===== src/rtl/dma_read_requester.sv =====
// Splits one DW-aligned read descriptor into memory-read requests bounded by
// max read request size and 4 KB pages, throttled by an outstanding-request limit.
module dma_read_requester #(
  parameter int P_MRRS_DW         = 128,
  parameter int P_MAX_OUTSTANDING = 8,
  parameter int P_CNT_WIDTH       = 6
) (
  input  logic                   i_clk,
  input  logic                   i_rst,
  input  logic [31:0]            desc_addr,
  input  logic [15:0]            desc_len_dw,
  input  logic                   desc_valid,
  output logic                   desc_ready,
  output logic                   desc_done,
  output logic [31:0]            dma_read_addr,
  output logic [9:0]             dma_read_len,
  output logic                   dma_read_valid,
  input  logic                   dma_read_done,
  input  logic [7:0]             current_tag,
  output logic                   issue_pulse,
  output logic [7:0]             issue_tag,
  output logic [9:0]             issue_len,
  input  logic                   cpl_req_done,
  output logic [P_CNT_WIDTH-1:0] outstanding,
  output logic                   busy
);

  // state      | meaning
  // S_IDLE     | waiting for a descriptor, desc_ready high
  // S_CALC     | size next chunk, wait for a free credit
  // S_REQ      | request offered, waiting for dma_read_done
  // S_WAIT_CPL | all issued, waiting for outstanding to drain
  typedef enum logic [1:0] {S_IDLE, S_CALC, S_REQ, S_WAIT_CPL} state_t;

  localparam logic [15:0]            MRRS    = 16'(P_MRRS_DW);
  localparam logic [P_CNT_WIDTH-1:0] MAX_OUT = P_CNT_WIDTH'(P_MAX_OUTSTANDING);
  localparam logic [P_CNT_WIDTH-1:0] ONE     = P_CNT_WIDTH'(1);

  state_t                 state_q, state_d;
  logic [31:0]            cur_addr_q, cur_addr_d;
  logic [15:0]            rem_q, rem_d;
  logic [31:0]            dma_read_addr_q, dma_read_addr_d;
  logic [9:0]             dma_read_len_q, dma_read_len_d;
  logic                   dma_read_valid_q, dma_read_valid_d;
  logic                   issue_pulse_q, issue_pulse_d;
  logic [7:0]             issue_tag_q, issue_tag_d;
  logic [9:0]             issue_len_q, issue_len_d;
  logic                   desc_done_q, desc_done_d;
  logic                   desc_ready_q, desc_ready_d;
  logic [P_CNT_WIDTH-1:0] outstanding_q, outstanding_d;

  logic [10:0] dw_to_4k;
  logic [15:0] chunk;
  logic [15:0] rem_next;
  logic        accept;
  logic        cpl_dec;
  logic        unused_addr_bits;

  assign unused_addr_bits = ^desc_addr[1:0];

  // cur_addr and rem are stable from CALC through REQ, so chunk is the same
  // value in both states and can drive the post-acceptance update directly.
  always_comb begin
    dw_to_4k = 11'd1024 - {1'b0, cur_addr_q[11:2]};
    chunk    = rem_q;
    if (chunk > MRRS) chunk = MRRS;
    if (chunk > {5'b0, dw_to_4k}) chunk = {5'b0, dw_to_4k};
    rem_next = rem_q - chunk;
  end

  assign accept  = dma_read_valid_q && dma_read_done;
  assign cpl_dec = cpl_req_done && (outstanding_q != '0);

  always_comb begin
    state_d          = state_q;
    cur_addr_d       = cur_addr_q;
    rem_d            = rem_q;
    dma_read_addr_d  = dma_read_addr_q;
    dma_read_len_d   = dma_read_len_q;
    dma_read_valid_d = dma_read_valid_q;
    issue_pulse_d    = 1'b0;
    issue_tag_d      = issue_tag_q;
    issue_len_d      = issue_len_q;
    desc_done_d      = 1'b0;

    case ({accept, cpl_dec})
      2'b10:   outstanding_d = outstanding_q + ONE;
      2'b01:   outstanding_d = outstanding_q - ONE;
      default: outstanding_d = outstanding_q;
    endcase

    case (state_q)
      S_IDLE: begin
        if (desc_valid && desc_ready_q) begin
          cur_addr_d = {desc_addr[31:2], 2'b00};
          rem_d      = desc_len_dw;
          state_d    = (desc_len_dw == 16'd0) ? S_WAIT_CPL : S_CALC;
        end
      end
      S_CALC: begin
        if (outstanding_q < MAX_OUT) begin
          dma_read_addr_d  = cur_addr_q;
          dma_read_len_d   = chunk[9:0];
          dma_read_valid_d = 1'b1;
          state_d          = S_REQ;
        end
      end
      S_REQ: begin
        if (accept) begin
          dma_read_valid_d = 1'b0;
          issue_pulse_d    = 1'b1;
          issue_tag_d      = current_tag;
          issue_len_d      = dma_read_len_q;
          cur_addr_d       = cur_addr_q + {14'b0, chunk, 2'b00};
          rem_d            = rem_next;
          state_d          = (rem_next != 16'd0) ? S_CALC : S_WAIT_CPL;
        end
      end
      S_WAIT_CPL: begin
        if (outstanding_q == '0) begin
          desc_done_d = 1'b1;
          state_d     = S_IDLE;
        end
      end
      default: state_d = S_IDLE;
    endcase

    // Ready is held off during the done pulse so it rises one cycle later.
    desc_ready_d = (state_d == S_IDLE) && !desc_done_d;
  end

  always_ff @(posedge i_clk) begin
    if (i_rst) begin
      state_q          <= S_IDLE;
      cur_addr_q       <= '0;
      rem_q            <= '0;
      dma_read_addr_q  <= '0;
      dma_read_len_q   <= '0;
      dma_read_valid_q <= 1'b0;
      issue_pulse_q    <= 1'b0;
      issue_tag_q      <= '0;
      issue_len_q      <= '0;
      desc_done_q      <= 1'b0;
      desc_ready_q     <= 1'b1;
      outstanding_q    <= '0;
    end else begin
      state_q          <= state_d;
      cur_addr_q       <= cur_addr_d;
      rem_q            <= rem_d;
      dma_read_addr_q  <= dma_read_addr_d;
      dma_read_len_q   <= dma_read_len_d;
      dma_read_valid_q <= dma_read_valid_d;
      issue_pulse_q    <= issue_pulse_d;
      issue_tag_q      <= issue_tag_d;
      issue_len_q      <= issue_len_d;
      desc_done_q      <= desc_done_d;
      desc_ready_q     <= desc_ready_d;
      outstanding_q    <= outstanding_d;
    end
  end

  assign desc_ready     = desc_ready_q;
  assign desc_done      = desc_done_q;
  assign dma_read_addr  = dma_read_addr_q;
  assign dma_read_len   = dma_read_len_q;
  assign dma_read_valid = dma_read_valid_q;
  assign issue_pulse    = issue_pulse_q;
  assign issue_tag      = issue_tag_q;
  assign issue_len      = issue_len_q;
  assign outstanding    = outstanding_q;
  assign busy           = (state_q != S_IDLE);

endmodule


===== config.mk =====
export PLATFORM = sky130hd
export DESIGN_NAME = dma_read_requester
export DESIGN_NICKNAME = d
export VERILOG_FILES = /design/src/rtl/dma_read_requester.sv
export SDC_FILE = /design/constraint.sdc
export NUM_CORES = 1
export LEC_CHECK = 0
export CELL_PAD_IN_SITES_DETAIL_PLACEMENT = 0
export CELL_PAD_IN_SITES_GLOBAL_PLACEMENT = 1
export CORE_AREA = 10 10 118 173
export CTS_CLUSTER_DIAMETER = 80
export CTS_CLUSTER_SIZE = 20
export DETAILED_ROUTE_END_ITERATION = 12
export DIE_AREA = 0 0 128 183
export GPL_TIMING_DRIVEN = 0
export HOLD_SLACK_MARGIN = 0.02
export PLACE_DENSITY_LB_ADDON = 0.1
export SYNTH_ARGS = -nofsm -noshare
export SYNTH_HDL_FRONTEND = slang
export SYNTH_SLANG_ARGS = --single-unit

===== constraint.sdc =====
create_clock -name i_clk -period 10 [get_ports i_clk]
set_input_delay 1.5 -clock i_clk [delete_from_list [all_inputs] [get_ports i_clk]]
set_output_delay 1.5 -clock i_clk [all_outputs]
set_load 0.05 [all_outputs]

Yosys cells after proc, flatten, opt, wreduce, memory -nomap -nowiden
Cells that the tools add are included.
W data, S select, Z words.
{"block": "totals", "register_bits": 120, "input_bits": 61, "out_inout_bits": 71, "elab_cells": 71}
{"block": "op_classes", "n_addsub": 5, "magnitude_cmp": 3, "eq_ne": 8, "mux": 22, "n_bitwise": 1, "n_reduce_logical": 20}
{"operator": "$mux W16", "n": 4}
{"operator": "$mux W32", "n": 2}
{"operator": "$pmux W32 S2", "n": 1}
{"operator": "$add A32 B18 Y32", "n": 1}
{"operator": "$pmux W16 S2", "n": 1}
{"operator": "$gt A16 B11 Y1", "n": 1}
{"operator": "$gt A16 B8 Y1 const B", "n": 1}
{"operator": "$logic_not A16 Y1", "n": 1}
{"operator": "$reduce_bool A16 Y1", "n": 1}
{"operator": "$sub A16 B16 Y16", "n": 1}
{"operator": "$mux W2", "n": 6}
{"operator": "$pmux W6 S2", "n": 1}
{"operator": "$sub A11 B10 Y11 const A", "n": 1}
{"operator": "$pmux W2 S4", "n": 1}
{"operator": "$reduce_bool A2 Y1", "n": 4}
{"operator": "$add A6 B1 Y6 const B", "n": 1}
{"operator": "$eq A2 B2 Y1 const B", "n": 3}
{"operator": "$logic_not A6 Y1", "n": 1}
{"operator": "$lt A6 B4 Y1 const B", "n": 1}
{"operator": "$ne A2 B2 Y1 const B", "n": 3}
{"operator": "$reduce_and A3 Y1", "n": 2}
{"operator": "$reduce_bool A6 Y1", "n": 1}
{"operator": "$sub A6 B1 Y6 const B", "n": 1}
{"operator": "$mux W1", "n": 5}
{"operator": "other kinds (8)", "n": 14}

Longest topological paths before layout
Gate-level depths: netlist of run 1.
{"block": "depth", "ltp_word": 11, "depth_mapped": 24, "depth_no_buf": 23}

Worst setup path before layout of run 1
Ideal clock, no wire load.
{"block": "synth_path", "path_kind": "reg2reg", "from": "reg rem_q[12]", "to": "reg cur_addr_q[30]", "setup_ps": 133, "arrival_ps": 4946, "required_ps": 9867, "slack_ps": 4921, "stages_incl_launch_ff": 24, "synth_period_minus_slack_ps": 5079, "cell_sequence": "dfxtp_1 > nor4_1 > nand2_1 > a21oi_1 > and2_1 > ha_1 > nand3_1 > o22ai_1 > o21a_1 > o21ai_0 > a21oi_1 > o21ai_0 > buf_2 > mux2i_1 > inv_1 > fa_1 > a21o_1 > a21oi_4 > o21ai_2 > a2111o_1 > a311oi_4 > nor2_1 > a311oi_1 > nor4_1"}
{"block": "synth_between", "elab_chain_len": 7}
{"element": "from (decl)", "line_no": "41", "source": "logic [15:0] rem_q, rem_d;"}
{"element": "from (signal assigned)", "line_no": "149", "source": "rem_q <= rem_d;"}
{"element": "$gt A16 B8 Y1", "line_no": "66", "source": "if (chunk > MRRS) chunk = MRRS;"}
{"element": "$mux W16 *", "line_no": "66"}
{"element": "$gt A16 B11 Y1", "line_no": "67", "source": "if (chunk > {5'b0, dw_to_4k}) chunk = {5'b0, dw_to_4k};"}
{"element": "$mux W16 *", "line_no": "67"}
{"element": "net chunk[1]", "line_no": "53", "source": "logic [15:0] chunk;"}
{"element": "$add A32 B18 Y32 *", "line_no": "114", "source": "cur_addr_d = cur_addr_q + {14'b0, chunk, 2'b00};"}
{"element": "$mux W32 *", "line_no": "109", "source": "if (accept) begin"}
{"element": "$pmux W32 S2 *", "line_no": "92", "source": "case (state_q)"}
{"element": "to (signal assigned)", "line_no": "148", "source": "cur_addr_q <= cur_addr_d;"}
{"element": "to (decl)", "line_no": "40", "source": "logic [31:0] cur_addr_q, cur_addr_d;"}
Mark *: on every way through the listed nets, which the timed path passes. The rest lies on a longest branch. The select of a mux whose other input is x is not followed.
A chain may end at the register's enable or synchronous reset.

Final worst setup path of run 1
Same ends and word-level chain as after synthesis.

==> results of run 1 <==
==> Yosys cell counts (5+ instances only) <==
| master | number |
|---|---|
| sky130_fd_sc_hd__nand2_1 | 169 |
| sky130_fd_sc_hd__dfxtp_1 | 116 |
| sky130_fd_sc_hd__a21oi_1 | 102 |
| sky130_fd_sc_hd__nor2_1 | 68 |
| sky130_fd_sc_hd__ha_1 | 48 |
| sky130_fd_sc_hd__clkbuf_1 | 47 |
| sky130_fd_sc_hd__o21ai_0 | 42 |
| sky130_fd_sc_hd__inv_1 | 36 |
| sky130_fd_sc_hd__nand3_1 | 22 |
| sky130_fd_sc_hd__nor3_1 | 21 |
| sky130_fd_sc_hd__nor4_1 | 21 |
| sky130_fd_sc_hd__xor2_1 | 17 |
| sky130_fd_sc_hd__a311oi_1 | 16 |
| sky130_fd_sc_hd__xnor2_1 | 16 |
| sky130_fd_sc_hd__a211oi_1 | 14 |
| sky130_fd_sc_hd__a31oi_1 | 13 |
| sky130_fd_sc_hd__a21o_1 | 11 |
| sky130_fd_sc_hd__o21a_1 | 10 |
| sky130_fd_sc_hd__and2_1 | 9 |
| sky130_fd_sc_hd__mux2i_1 | 8 |
| sky130_fd_sc_hd__nor2b_1 | 7 |
| sky130_fd_sc_hd__and3_1 | 6 |
| sky130_fd_sc_hd__o21bai_1 | 6 |
| sky130_fd_sc_hd__or4_1 | 6 |
| sky130_fd_sc_hd__o211a_1 | 5 |
| sky130_fd_sc_hd__or2_2 | 5 |
| sky130_fd_sc_hd__or3_1 | 5 |
==> logic make-up after synthesis <==
family | after synthesis | synth area share (%)
fa+ha+maj | 51 | 9.46
flops | 116 | 33.2
xor+xnor | 33 | 4.14
mux | 11 | 1.63
compound gates | 257 | 23.5
simple gates | 355 | 22.9
buf+inv | 90 | 5.02
other cells | 2 | 0.108
==> cell usage in the layout, fill, tap and decap left out, types with 6 or more instances in the layout <==
master / instances
sky130_fd_sc_hd__o21a_1: 10
sky130_fd_sc_hd__clkbuf_1: 47
sky130_fd_sc_hd__o21bai_1: 6
sky130_fd_sc_hd__or4_1: 6
sky130_fd_sc_hd__mux2i_1: 8
sky130_fd_sc_hd__o21ai_0: 42
sky130_fd_sc_hd__nor2b_1: 7
sky130_fd_sc_hd__nand3_1: 22
sky130_fd_sc_hd__a21o_1: 11
sky130_fd_sc_hd__ha_1: 48
sky130_fd_sc_hd__dfxtp_1: 116
sky130_fd_sc_hd__nor4_1: 21
sky130_fd_sc_hd__a311oi_1: 16
sky130_fd_sc_hd__and2_1: 9
sky130_fd_sc_hd__clkdlybuf4s50_1: 126
sky130_fd_sc_hd__a211oi_1: 14
sky130_fd_sc_hd__xnor2_1: 16
sky130_fd_sc_hd__a21oi_1: 102
sky130_fd_sc_hd__clkbuf_16: 17
sky130_fd_sc_hd__inv_1: 36
sky130_fd_sc_hd__nor2_1: 68
sky130_fd_sc_hd__xor2_1: 17
sky130_fd_sc_hd__nor3_1: 21
sky130_fd_sc_hd__and3_1: 6
sky130_fd_sc_hd__nand2_1: 169
sky130_fd_sc_hd__a31oi_1: 13
sky130_fd_sc_hd__conb_1: 14
==> through the flow <==
step / setup WS, ps / hold slack (ps) / instance area (sq um) / power [uW]
floorplan: 4920 / 437 / 7030 / 1530
global placement: 3280 / 440 / 8560 / 1910
detailed placement: 3300 / 446 / 8560 / 1920
CTS: 3300 / 455 / 9140 / 2520
global route: 2890 / 469 / 9140 / 2690
finish: 3270 / 452 / 9140 / 2520
==> worst max-delay path: stages, from the launching register on <==
cell and delay [ps]:
sky130_fd_sc_hd__dfxtp_1 340, sky130_fd_sc_hd__nor4_1 490, sky130_fd_sc_hd__nand2_1 200, sky130_fd_sc_hd__a21oi_1 370
sky130_fd_sc_hd__and2_1 220, sky130_fd_sc_hd__ha_1 250, sky130_fd_sc_hd__nand3_1 140, sky130_fd_sc_hd__o22ai_1 100
sky130_fd_sc_hd__o21a_1 180, sky130_fd_sc_hd__o21ai_0 160, sky130_fd_sc_hd__a21oi_1 90, sky130_fd_sc_hd__o21ai_0 560
sky130_fd_sc_hd__buf_2 390, sky130_fd_sc_hd__mux2i_1 480, sky130_fd_sc_hd__inv_1 220, sky130_fd_sc_hd__fa_1 470
sky130_fd_sc_hd__a21o_1 200, sky130_fd_sc_hd__a21oi_4 200, sky130_fd_sc_hd__o21ai_2 90, sky130_fd_sc_hd__a2111o_1 450
sky130_fd_sc_hd__a311oi_4 430, sky130_fd_sc_hd__nor2_1 190, sky130_fd_sc_hd__a311oi_1 290, sky130_fd_sc_hd__nor4_1 80
==> flip-flops by register name, indices dropped and copies added, names as in the netlist <==
register and flops:
dma_read_len 10, rem_q 16, desc_ready 1, dma_read_valid 1, issue_len 10, dma_read_addr 30
state_q 2, cur_addr_q 30, outstanding 6, issue_pulse 1, issue_tag 8, desc_done 1
==> final timing paths <==
path                             startpoint                           to  slack [ps]  cells after the start
hold reg to reg   issue_tag[7]$_SDFFE_PP0P_    issue_tag[7]$_SDFFE_PP0P_         450                      2
setup / recovery     rem_q[12]$_SDFFE_PP0P_  cur_addr_q[30]$_SDFFE_PP0P_        3270                     23
setup reg to reg     rem_q[12]$_SDFFE_PP0P_  cur_addr_q[30]$_SDFFE_PP0P_        3270                     23
hold / removal    issue_tag[7]$_SDFFE_PP0P_    issue_tag[7]$_SDFFE_PP0P_         450                      2
==> where the power goes <==
| part | switching [uW] | total (uW) | internal [uW] |
|---|---|---|---|
| clock network | 243 | 602 | 359 |
| registers | 72.0 | 599 | 527 |
| logic | 824 | 1320 | 494 |
==> layout make-up <==
class | instances | area share, %
Multi-Input combinational cell | 721 | 47.7
Clock buffer | 19 | 4.96
Buffer | 54 | 2.36
Tap cell | 213 | 2.92
Clock inverter | 13 | 1.36
Inverter | 36 | 1.48
Timing Repair Buffer | 126 | 13.8
Sequential cell | 116 | 25.4
==> routing by layer <==
layer	vias to the layer above	track usage [%]	wire length, um
li1	3547	-	-
met1	3374	23.4	10400
met2	188	39.0	13300
met3	38	4.19	1200
met4	0	7.99	628
met5	-	0	0
==> run_summary.xml, run 1 <==
<?xml version="1.0" encoding="UTF-8"?>
<metrics>
  <group name="status">
    <metric name="status" unit="">complete, no violations</metric>
  </group>
  <group name="clock_tree">
    <metric name="post_cts_repair_timing_setup_buffer_count" unit="">0</metric>
    <metric name="cts_htree_levels" unit="">4</metric>
    <metric name="cts_sinks" unit="">116</metric>
    <metric name="cts_inserted_buffers" unit="">17</metric>
    <metric name="cts.clk_slew.worst_paths" unit="ps">60</metric>
    <metric name="tritoncts" unit="">done</metric>
    <metric name="post_cts_resized" unit="">0</metric>
    <metric name="clock_latency" unit="ps">410</metric>
    <metric name="postCtsHoldBufs" unit="">0</metric>
    <metric name="clockBufferDepth" unit="">2</metric>
    <metric name="ctsRootBufferMaster" unit="">sky130_fd_sc_hd__clkbuf_16</metric>
  </group>
  <group name="worst_setup_path">
    <metric name="timing.critical_path.arrival" unit="ps">7000</metric>
    <metric name="endpoint_kind" unit="">flop</metric>
    <metric name="crit_fanout" unit="">10</metric>
    <metric name="worstSetupPathType" unit="">flop to flop</metric>
    <metric name="crit_path_start_kind" unit="">flop</metric>
    <metric name="cp.required" unit="ps">10270</metric>
  </group>
  <group name="routing">
    <metric name="routed_length_per_placed_instance" unit="um">19.7</metric>
    <metric name="via_per_inst" unit="">5.51</metric>
    <metric name="postRouteAntennaNets" unit="">0</metric>
    <metric name="vias" unit="">7147</metric>
    <metric name="finalWirelength" unit="mm">25.6</metric>
    <metric name="drt_iter0_markers" unit="">369</metric>
    <metric name="route.detailed.drc" unit="">0</metric>
    <metric name="dr.pass1.iters" unit="">4</metric>
  </group>
  <group name="logic_synthesis">
    <metric name="post_synth.cell_area_avg" unit="sq um">7.63</metric>
    <metric name="yosysTopAreaCell" unit="">sky130_fd_sc_hd__dfxtp_1</metric>
    <metric name="ys_warn_count" unit="">0</metric>
    <metric name="ys_types" unit="">62</metric>
    <metric name="post_synth_instance_area" unit="sq um">6990</metric>
    <metric name="synth-async-reset-ratio" unit="%">0</metric>
    <metric name="synth_edf_count" unit="">0</metric>
    <metric name="post_synth_main_area_contributors" unit="">sky130_fd_sc_hd__dfxtp_1, sky130_fd_sc_hd__nand2_1, sky130_fd_sc_hd__ha_1</metric>
    <metric name="netlist.area_leader.share" unit="%">33.2</metric>
    <metric name="synthCells" unit="">915</metric>
    <metric name="synth_flop_cell" unit="">sky130_fd_sc_hd__dfxtp_1</metric>
    <metric name="ys_ff_latch" unit="">116</metric>
    <metric name="synth_sequential_area_ratio" unit="%">33.2</metric>
  </group>
  <group name="grt">
    <metric name="grt_start_max_net_pins" unit="">17</metric>
    <metric name="grt_first_pass_wirelength" unit="mm">39.4</metric>
    <metric name="initial_antenna_violation_count" unit="">0</metric>
    <metric name="grt.total_usage" unit="%">21.3</metric>
    <metric name="grt_overflow" unit="">0</metric>
    <metric name="via_count_of_the_first_global_routing_pass" unit="">7252</metric>
  </group>
  <group name="floorplanning">
    <metric name="die_area" unit="sq um">23400</metric>
    <metric name="initial_core_util" unit="%">40.4</metric>
    <metric name="die_width" unit="um">128</metric>
    <metric name="area_of_the_placeable_core" unit="sq um">17300</metric>
    <metric name="pin_count" unit="">132</metric>
    <metric name="num_rows" unit="">59</metric>
    <metric name="die_h" unit="um">183</metric>
  </group>
  <group name="worst_hold_path">
    <metric name="class_of_the_tightest_hold_or_removal_check" unit="">flop to flop</metric>
  </group>
  <group name="sta">
    <metric name="maxSlewHeadroom" unit="%">48.6</metric>
    <metric name="fmax" unit="GHz">0.149</metric>
    <metric name="timing.final.crit_share" unit="%">67.3</metric>
    <metric name="timing.final.crit_period" unit="ps">6730</metric>
    <metric name="hold_violations" unit="">0</metric>
    <metric name="unrepaired_setup_endpoints_after_global_routing" unit="">no</metric>
    <metric name="worst_pin_slew" unit="ps">771</metric>
    <metric name="final-setup-viol-count" unit="">0</metric>
    <metric name="clock-skew-final" unit="ps">6.80</metric>
    <metric name="maxSlewViolCount" unit="">0</metric>
    <metric name="fin_tns_setup" unit="ps">0</metric>
  </group>
  <group name="layout">
    <metric name="layout.nets" unit="">1184</metric>
    <metric name="drive_above_1_share" unit="%">4.98</metric>
    <metric name="fillerInstances" unit="">1757</metric>
    <metric name="fin_util" unit="%">52.9</metric>
    <metric name="final_cell_count_no_fill" unit="">1298</metric>
    <metric name="seq_area" unit="sq um">2320</metric>
    <metric name="num_antenna_cells" unit="">0</metric>
    <metric name="multiInputGateArea" unit="sq um">4360</metric>
    <metric name="layout_area_overhead" unit="%">30.8</metric>
  </group>
  <group name="placed_design">
    <metric name="dpl.cell_count" unit="">1266</metric>
    <metric name="hpwlAfterDp" unit="mm">20.1</metric>
    <metric name="place.port_buffers" unit="">126</metric>
    <metric name="globalplace.congestion" unit="">0.916</metric>
  </group>
  <group name="power">
    <metric name="static-leakage-power" unit="uW">0.00360</metric>
    <metric name="pwr_density_cell" unit="nW/um^2">276</metric>
    <metric name="power.ir.vdd_worst" unit="uV">154</metric>
  </group>
  <group name="job">
    <metric name="max_cap_violations" unit="">0</metric>
  </group>
</metrics>
Power figures use the tool's default switching activity.
==> run 2: changes to the inputs <==
- CORE_AREA: 10 10 118 173 -> 10 10 127 187
- DIE_AREA: 0 0 128 183 -> 0 0 137 197
- clock period: 10 -> 5.4 ns (I/O delays scaled with it)
==> run 2 against run 1 <==
Compared with the run above:
- setup slack got worse by 3000 ps
- wire length rose by 6.4%
- non-clock buffer count rose by 21
- core utilization fell by 6.3 points
- critical path depth rose by 1
- final area rose by 3.8%
- flip-flop and latch count did not move
- die area rose by 15%
- via count rose by 2.3%
==> run_summary.xml, run 2 (synthesis gave the netlist of run 1 again) <==
<?xml version="1.0" encoding="UTF-8"?>
<metrics>
  <group name="placed_design">
    <metric name="hpwlAfterDp" unit="mm">21.0</metric>
    <metric name="dpl-instance-area" unit="sq um">8620</metric>
    <metric name="globalplace.congestion" unit="">0.881</metric>
    <metric name="place.port_buffers" unit="">126</metric>
    <metric name="detailedPlace.worstSlack" unit="ps">-1060</metric>
  </group>
  <group name="worst_setup_path">
    <metric name="crit_path_start_kind" unit="">flop</metric>
    <metric name="cp.required" unit="ps">5680</metric>
    <metric name="endpoint_kind" unit="">flop</metric>
    <metric name="crit_fanout" unit="">8</metric>
    <metric name="worstSetupPathType" unit="">flop to flop</metric>
    <metric name="timing.critical_path.arrival" unit="ps">5450</metric>
  </group>
  <group name="sta">
    <metric name="final.setup.worst_slack" unit="ps">227</metric>
    <metric name="hold_violations" unit="">0</metric>
    <metric name="fmax" unit="GHz">0.193</metric>
    <metric name="maxSlewViolCount" unit="">0</metric>
    <metric name="maxSlewHeadroom" unit="%">46.5</metric>
    <metric name="timing.hold.ws" unit="ps">451</metric>
    <metric name="final-setup-viol-count" unit="">0</metric>
    <metric name="clock-skew-final" unit="ps">17.2</metric>
    <metric name="timing.final.crit_period" unit="ps">5170</metric>
    <metric name="timing.final.crit_share" unit="%">95.8</metric>
    <metric name="worst_pin_slew" unit="ps">803</metric>
  </group>
  <group name="floorplanning">
    <metric name="initial_core_util" unit="%">34.3</metric>
    <metric name="pin_count" unit="">132</metric>
    <metric name="area_of_the_placeable_core" unit="sq um">20300</metric>
    <metric name="die_h" unit="um">197</metric>
    <metric name="die_area" unit="sq um">27000</metric>
    <metric name="die_width" unit="um">137</metric>
    <metric name="num_rows" unit="">64</metric>
  </group>
  <group name="layout">
    <metric name="final_cell_mix" unit="">sky130_fd_sc_hd__nand2_1, sky130_fd_sc_hd__clkdlybuf4s50_1, sky130_fd_sc_hd__dfxtp_1</metric>
    <metric name="layout_area_overhead" unit="%">35.7</metric>
    <metric name="drive_above_1_share" unit="%">8.81</metric>
    <metric name="num_antenna_cells" unit="">0</metric>
    <metric name="layout.nets" unit="">1205</metric>
    <metric name="mostFrequentLayoutCell" unit="">sky130_fd_sc_hd__nand2_1</metric>
    <metric name="layout.cell_area.non_filler" unit="sq um">9480</metric>
  </group>
  <group name="clock_tree">
    <metric name="clock_latency" unit="ps">430</metric>
    <metric name="tritoncts" unit="">done</metric>
    <metric name="cts_sinks" unit="">116</metric>
    <metric name="cts_htree_levels" unit="">4</metric>
    <metric name="ctsRootBufferMaster" unit="">sky130_fd_sc_hd__clkbuf_16</metric>
    <metric name="cts_inserted_buffers" unit="">17</metric>
    <metric name="cts.clk_slew.worst_paths" unit="ps">50</metric>
    <metric name="clockBufferDepth" unit="">2</metric>
  </group>
  <group name="worst_hold_path">
    <metric name="class_of_the_tightest_hold_or_removal_check" unit="">flop to flop</metric>
  </group>
  <group name="routing">
    <metric name="dr.pass1.iters" unit="">5</metric>
    <metric name="drt_iter0_markers" unit="">370</metric>
    <metric name="finalWirelength" unit="mm">27.2</metric>
    <metric name="route.detailed.drc" unit="">0</metric>
    <metric name="top_signal_layer_used" unit="">met4</metric>
    <metric name="route.met3.wl" unit="mm">1.62</metric>
    <metric name="postRouteAntennaNets" unit="">0</metric>
    <metric name="vias" unit="">7314</metric>
    <metric name="wl_met2" unit="mm">13.9</metric>
    <metric name="routed_length_per_placed_instance" unit="um">19.9</metric>
    <metric name="m1WireLength" unit="mm">10.9</metric>
    <metric name="via_per_inst" unit="">5.36</metric>
  </group>
  <group name="power">
    <metric name="pwr_density_cell" unit="nW/um^2">512</metric>
    <metric name="power.ir.vdd_worst" unit="uV">276</metric>
    <metric name="static-leakage-power" unit="uW">0.00369</metric>
  </group>
  <group name="status">
    <metric name="status" unit="">complete, no violations</metric>
  </group>
  <group name="grt">
    <metric name="grt_overflow" unit="">0</metric>
    <metric name="grt_first_pass_wirelength" unit="mm">41.5</metric>
    <metric name="grt.total_usage" unit="%">19.9</metric>
    <metric name="grt_start_max_net_pins" unit="">17</metric>
    <metric name="via_count_of_the_first_global_routing_pass" unit="">7436</metric>
    <metric name="initial_antenna_violation_count" unit="">0</metric>
  </group>
  <group name="job">
    <metric name="max_cap_violations" unit="">0</metric>
  </group>
</metrics>
==> run 2: cell count changes in the layout (fill, tap and decap cells not counted), sizes merged <==
cell,before,now
buf,7,28
inv,41,36
clkinv,4,6
clkinvlp,3,1
bufinv,1,0
clkbuf,66,67
==> run 2: layout make-up <==
class	count	area [sq um]
Buffer	54	225
Clock buffer	20	457
Clock inverter	7	37.5
Fill cell	2140	10900
Inverter	36	135
Multi-Input combinational cell	721	4550
Sequential cell	116	2320
Tap cell	264	330
Timing Repair Buffer	147	1420
==> run 2: where the power goes <==
part | switching [uW] | internal, uW | leakage (uW) | total, uW
clock | 407 | 590 | 0.000249 | 997
sequential | 147 | 977 | 0.000946 | 1120
combinational | 1640 | 1090 | 0.00250 | 2730
total | 2200 | 2660 | 0.00369 | 4860
==> run 2: worst paths after layout <==
kind | start | to | slack, ps | depth (start not counted)
worst max-delay path | rem_q[3]$_SDFFE_PP0P_ | cur_addr_q[30]$_SDFFE_PP0P_ | 230 | 24
worst min-delay path | dma_read_addr[20]$_SDFFE_PP0P_ | dma_read_addr[20]$_SDFFE_PP0P_ | 450 | 2
worst max register to register | rem_q[3]$_SDFFE_PP0P_ | cur_addr_q[30]$_SDFFE_PP0P_ | 230 | 24
worst min register to register | dma_read_addr[20]$_SDFFE_PP0P_ | dma_read_addr[20]$_SDFFE_PP0P_ | 450 | 2
==> run 2: routing by layer <==
| metal | vias up | GRT usage [%] |
|---|---|---|
| met2 | 226 | 35.4 |
| met4 | 0 | 8.54 |
| li1 | 3599 | - |
| met5 | - | 0 |
| met1 | 3437 | 22.1 |
| met3 | 52 | 4.12 |
==> run 2: through the flow <==
step | instances | util (%) | power (uW) | setup TNS, ps
floorplan | 927 | - | 2840 | 0
global placement | 1317 | 42.4 | 3560 | -20170
detailed placement | 1317 | 42.4 | 3560 | -21160
CTS | 1349 | 45.4 | 4650 | 0
global route | 1365 | 46.6 | 5180 | -145
finish | 1365 | 46.6 | 4860 | 0
==> run 2: repair_timing <==
item | 4_1_cts | 5_1_grt
hold buffers | 0 | 0
setup buffers | 5 | 16
resized for setup | 16 | 35
setup endpoints to repair | 37 | 22
pin swaps | 4 | 9
==> run 2: worst max-delay path, stage by stage (launching register included) <==
cell	delay (ps)
sky130_fd_sc_hd__dfxtp_1	360
sky130_fd_sc_hd__nor4_1	290
sky130_fd_sc_hd__nand2_1	140
sky130_fd_sc_hd__a21oi_4	230
sky130_fd_sc_hd__and2_4	180
sky130_fd_sc_hd__ha_1	260
sky130_fd_sc_hd__nand3_2	100
sky130_fd_sc_hd__o22ai_1	80
sky130_fd_sc_hd__o21a_1	170
sky130_fd_sc_hd__o21ai_0	140
sky130_fd_sc_hd__a21oi_1	100
sky130_fd_sc_hd__o21ai_2	210
sky130_fd_sc_hd__buf_6	200
sky130_fd_sc_hd__buf_4	140
sky130_fd_sc_hd__mux2i_2	340
sky130_fd_sc_hd__inv_1	90
sky130_fd_sc_hd__ha_1	250
sky130_fd_sc_hd__nor3_1	240
sky130_fd_sc_hd__o21ai_2	120
sky130_fd_sc_hd__a2111o_1	440
sky130_fd_sc_hd__a311oi_4	320
sky130_fd_sc_hd__buf_6	160
sky130_fd_sc_hd__nor2_1	90
sky130_fd_sc_hd__a311oi_1	290
sky130_fd_sc_hd__nor4_1	80
